[config.mk]
export PLATFORM = sky130hd
export DESIGN_NAME = seq_chunk_adder
export DESIGN_NICKNAME = d
export VERILOG_FILES = /design/src/rtl/seq_chunk_adder_pkg.sv /design/src/rtl/seq_chunk_adder_ripple_chunk.sv /design/src/rtl/seq_chunk_adder.sv
export SDC_FILE = /design/constraint.sdc
export NUM_CORES = 1
export LEC_CHECK = 0
export CAP_MARGIN = 10
export CELL_PAD_IN_SITES_DETAIL_PLACEMENT = 1
export CELL_PAD_IN_SITES_GLOBAL_PLACEMENT = 1
export CORE_MARGIN = 3
export CORE_UTILIZATION = 37
export DETAILED_ROUTE_END_ITERATION = 16
export PLACE_DENSITY = 0.83
export SLEW_MARGIN = 20
export SYNTH_ARGS = -nofsm -noshare
export SYNTH_HDL_FRONTEND = slang
export SYNTH_SLANG_ARGS = --single-unit
export TNS_END_PERCENT = 1
[constraint.sdc]
create_clock -name clk -period 4 [get_ports clk]
set_input_delay 0.6 -clock clk [delete_from_list [all_inputs] [get_ports clk]]
set_output_delay 0.6 -clock clk [all_outputs]
set_load 0.05 [all_outputs]
[src/rtl/seq_chunk_adder_pkg.sv]
// Shared types and sizing helpers for the chunked sequential adder/subtractor.
package seq_chunk_adder_pkg;

    typedef enum logic [1:0] {
        IDLE = 2'd0,
        BUSY = 2'd1,
        DONE = 2'd2
    } state_t;

    function automatic int calc_nchunk(input int n, input int w);
        return n / w;
    endfunction

    // Chunk counter width; a single-chunk build still needs one bit.
    function automatic int calc_cnt_w(input int n, input int w);
        int nc;
        nc = n / w;
        return (nc > 1) ? $clog2(nc) : 1;
    endfunction

endpackage

[src/rtl/seq_chunk_adder_ripple_chunk.sv]
// W-bit combinational ripple-carry slice built from full-adder cells.
module ripple_chunk #(
    parameter int W = 8
) (
    input  logic [W-1:0] a,
    input  logic [W-1:0] b,
    input  logic         ci,
    output logic [W-1:0] s,
    output logic         co
);

    logic [W:0] c;

    assign c[0] = ci;

    for (genvar i = 0; i < W; i++) begin : g_fa
        assign s[i]   = a[i] ^ b[i] ^ c[i];
        assign c[i+1] = (a[i] & b[i]) | (c[i] & (a[i] ^ b[i]));
    end

    assign co = c[W];

endmodule

[src/rtl/seq_chunk_adder.sv]
// Multi-cycle N-bit adder/subtractor, W bits per clock, LSB chunk first.
// Optional signed-overflow output is enabled by defining SEQ_CHUNK_ADDER_OVF_EN.
//
//   state | meaning
//   ------+-------------------------------------------------------------
//   IDLE  | ready for operands (once out of reset)
//   BUSY  | one chunk per clock through the ripple slice
//   DONE  | result valid, held until the consumer takes it
module seq_chunk_adder
    import seq_chunk_adder_pkg::*;
#(
    parameter int N = 32,
    parameter int W = 8
) (
    input  logic         clk,
    input  logic         rst_n,
    input  logic         in_valid,
    output logic         in_ready,
    input  logic [N-1:0] a,
    input  logic [N-1:0] b,
    input  logic         cin,
    input  logic         sub,
    output logic         out_valid,
    input  logic         out_ready,
    output logic [N-1:0] sum,
    output logic         cout,
    output logic         busy
`ifdef SEQ_CHUNK_ADDER_OVF_EN
    ,
    output logic         ovf
`endif
);

    localparam int NCHUNK = calc_nchunk(N, W);
    localparam int CNT_W  = calc_cnt_w(N, W);
    localparam logic [CNT_W-1:0] LAST = CNT_W'(NCHUNK - 1);

    state_t state_q, state_d;

    logic             armed_q;
    logic [N-1:0]     a_q;
    logic [N-1:0]     b_q;
    logic             carry_q;
    logic [CNT_W-1:0] k_q;
    logic [N-1:0]     sum_q;
    logic             cout_q;

    logic [W-1:0]     sl_a;
    logic [W-1:0]     sl_b;
    logic [W-1:0]     sl_s;
    logic             sl_co;
    logic             accept;
    logic             last_chunk;

    assign accept     = in_valid && in_ready;
    assign last_chunk = (k_q == LAST);
    assign sl_a       = a_q[k_q*W +: W];
    assign sl_b       = b_q[k_q*W +: W];

    ripple_chunk #(.W(W)) u_slice (
        .a  (sl_a),
        .b  (sl_b),
        .ci (carry_q),
        .s  (sl_s),
        .co (sl_co)
    );

    always_ff @(posedge clk or negedge rst_n) begin
        if (!rst_n) begin
            state_q <= IDLE;
        end else begin
            state_q <= state_d;
        end
    end

    always_comb begin
        state_d = state_q;
        case (state_q)
            IDLE:    if (accept) state_d = BUSY;
            BUSY:    if (last_chunk) state_d = DONE;
            DONE:    if (out_ready) state_d = IDLE;
            default: state_d = IDLE;
        endcase
    end

    // in_ready stays low through reset and rises on the first clock after it.
    always_comb begin
        in_ready  = armed_q && (state_q == IDLE);
        out_valid = (state_q == DONE);
        busy      = (state_q == BUSY);
    end

    always_ff @(posedge clk or negedge rst_n) begin
        if (!rst_n) begin
            armed_q <= 1'b0;
            a_q     <= '0;
            b_q     <= '0;
            carry_q <= 1'b0;
            k_q     <= '0;
            sum_q   <= '0;
            cout_q  <= 1'b0;
        end else begin
            armed_q <= 1'b1;
            if (accept) begin
                a_q     <= a;
                b_q     <= sub ? ~b : b;
                carry_q <= sub | cin;
                k_q     <= '0;
            end else if (state_q == BUSY) begin
                sum_q[k_q*W +: W] <= sl_s;
                carry_q           <= sl_co;
                k_q               <= last_chunk ? '0 : k_q + CNT_W'(1);
                if (last_chunk) begin
                    cout_q <= sl_co;
                end
            end
        end
    end

    assign sum  = sum_q;
    assign cout = cout_q;

`ifdef SEQ_CHUNK_ADDER_OVF_EN
    logic ovf_q;

    // Top chunk carries the sign bits, so overflow is resolved on the last slice.
    always_ff @(posedge clk or negedge rst_n) begin
        if (!rst_n) begin
            ovf_q <= 1'b0;
        end else if (state_q == BUSY && last_chunk) begin
            ovf_q <= (a_q[N-1] == b_q[N-1]) && (sl_s[W-1] != a_q[N-1]);
        end
    end

    assign ovf = ovf_q;
`endif

endmodule

==> results.cfg <==
[power_and_ir_drop]
switching_share_pct = 42.5
p_per_area_mw_per_mm2 = 893
combPwrFrac_pct = 53.1
p_leak_nw = 2.58
totalPowerFinal_mw = 5.60
p_switching_mw = 2.38
clockPowerShare_pct = 14.6
power.internal_mw = 3.22
ir_drop_uv = 354
pwr-share-seq_pct = 32.3

[setup_path]
cp_cell_sequence = mux4_2 -> inv_2 -> fa_2 -> fa_1 -> inv_1 -> fa_2 -> fa_2 -> fa_2 -> fa_2 -> fa_2 -> fa_2 -> a22o_1
worstPathMaxFanout = 5
critPathTopFamily = adder cells
critPathBufInv = 2
path_class = register to register
slowest_delay_ns = 0.57
cp_slowest_cell = fa_2
start_kind = register
crit_arrival_ns = 4.40
path_common_cell = fa_2
cp-end-kind = register
cp.required_ns = 4.28

[grt]
grt_max_degree = 78
grt_pass1_wl_mm = 20.1
overflow = 0
antenna_found_initial = 0
grt_pass1_vias = 3637
track_usage_pct = 18.2

[synth]
yosysWarnings = 0
syn-instance-count = 355
syn_area_mm2 = 0.00477
ys_seq_area_share_pct = 54.0
synth_top_area_share_pct = 54.0
syn_area_per_cell_um2 = 13.4
ys_types = 28
syn_nets = 439
ys_seq_elements = 103
synth_area_leaders = dfrtp_1 (54%), mux4_2 (7.6%), mux2_1 (6.8%), a22o_1 (5.9%), xnor2_1 (5.9%)
yosysTopAreaCell = dfrtp_1

[status]
status = finished with violations
violations = setup timing

[placement]
placed_cell_area_mm2 = 0.00600
finalWeightedCongestion = 0.785
dp_cells = 620
hpwlAfterDp_mm = 9.61
io_buffers = 105

[sta]
finalHoldViolCount = 0
fin_crit_sh_pct = 103
whs_ns = 0.185
worst_slack_ns = -0.117
finalCriticalPeriod_ns = 4.12
relSlewSlack_pct = 32.1
max_freq_mhz = 243
setup_violations = 6
skew_ns = 0.00676
slew_violations = 0
rsz0062_at_grt = true
worst_pin_slew_ns = 1.02

[clock_tree]
cts_buffer_depth = 2
tritoncts = done
clock_sinks = 103
post_cts_buffers = 0
clkTransAtPathRegs_ns = 0.07
clock_latency_ns = 0.34
cts_hold_buf = 0
cts_made_buffers = 9
htree_levels = 3
clock-root-buffer = clkbuf_16

[drt]
drtIter0Drc = 289
firstDrtPassIters = 4
drc = 0
routed_wl_mm = 12.5
vias_per_cell = 5.02
post_drt_wl_per_cell_um = 19.6
postRouteAntennaNets = 0
vias = 3187

[layout]
drive_gt1_share_pct = 13.7
final_area_mm2 = 0.00628
antenna_cells = 0
layout_common_cells = clkdlybuf4s50_1 (103), dfrtp_1 (102), a21oi_1 (34)
final_common_cell = clkdlybuf4s50_1
nets = 547
syn2layout_area_growth_pct = 31.5
fin_cells = 635
nFillCells = 1293

[die]
io_pins = 106
die_height_um = 120
die_w_um = 120
die_area_mm2 = 0.0143
core_area_mm2 = 0.0123
start_util_pct = 38.8
rows = 40

[worst_hold_path]
hold_class = primary input to asynchronous set/reset pin

[flow_run]
maxCapViolations = 0
-- cells in the mapped netlist --
cell type,instances
mux2_2,4
xnor2_1,32
mux2i_1,2
inv_2,1
nand2b_2,1
fa_1,8
nand2_1,10
buf_4,1
dfrtp_1,103
o21bai_1,1
or3_1,1
conb_1,1
and3_1,2
nand2b_1,1
mux2_1,29
a21oi_1,34
ha_1,6
buf_2,13
buf_1,1
a22o_1,32
nor4_4,2
inv_1,11
mux4_2,16
and4bb_1,2
o21ai_0,1
nor2_1,33
nor3b_1,1
buf_6,6
-- area by class of cell --
cell class / instances / area [µm²] / area share, %
Clock buffer: 11 / 243 / 3.87
Clock inverter: 4 / 32.5 / 0.518
Inverter: 12 / 45.0 / 0.718
Multi-Input combinational cell: 219 / 2030 / 32.3
Sequential cell: 103 / 2580 / 41.1
Tap cell: 168 / 210 / 3.35
Timing Repair Buffer: 118 / 1140 / 18.2
-- what timing repair did --
| item | in CTS | in global routing |
|---|---|---|
| pin swaps | 2 | 0 |
| resized for setup | 3 | 0 |
| setup endpoints to repair | 6 | 6 |
-- power by group through the flow --
stage                     logic [mW]  clock network [mW]  registers [mW]
after floorplan                 1.66                   0            2.10
after global placement          2.80                   0            1.79
after detailed placement        2.97                   0            1.83
after CTS                       3.01               0.837            1.81
after global routing            3.23               0.876            1.87
final                           2.98               0.817            1.81
-- logic make-up (layout without fill, tap and decap cells) --
logic type               Yosys count  in the layout  synth area share, %
buffers and inverters             33            145                 3.96
AO/OA/AOI/OAI                     68             68                 9.70
XOR/XNOR                          32             32                 5.87
flip-flops                       103            103                 54.0
multiplexers                      51             51                 15.8
adder cells (fa/ha/maj)           14             14                 4.93
other                              1              1               0.0786
AND/OR/NAND/NOR                   53             53                 5.67
-- worst reg2reg max path, delay by kind of cell, from the launching register on --
kind | cells | cell delay (ns)
flip-flops | 1 | 0.44
multiplexers | 1 | 0.53
AO/OA/AOI/OAI | 1 | 0.16
adder cells (fa/ha/maj) | 8 | 2.77
buffers and inverters | 2 | 0.15
-- routing by layer --
metal	part of all wire, %	GRT usage (%)
met1	42	22.3
met4	1.8	5.51
met5	0	0
met3	4.2	3.72
met2	52	32.5
-- per-stage QoR --
step	setup WS [ns]	util, %	TNS (ns)
3_5_place_dp	-0.204	48.7	-0.963
6_report	-0.117	51.0	-0.514
5_1_grt	-0.189	51.0	-1.03
4_1_cts	-0.116	51.0	-0.484
3_3_place_gp	-0.0143	48.7	-0.0560
2_1_floorplan	-0.111	-	-0.511
-- path summary, 6_finish.rpt --
path,from,endpoint,slack [ns],depth (start not counted)
setup / recovery,k_q[0],sum[31],-0.12,12
setup reg to reg,k_q[0],sum[31],-0.12,12
hold / removal,rst_n,sum[4],0.18,1
max in group asynchronous,rst_n,b_q[2],2.98,2
min in group clk,a_q[8],a_q[8],0.49,1
hold reg to reg,a_q[8],a_q[8],0.49,1
-- registers in the layout, summed over array words and instances, names as in the netlist --
register	count
a_q	32
armed_q	1
b_q	32
carry_q	1
cout	1
k_q	2
state_q	2
sum	32
Note: power is estimated with default switching activity, not from simulation.
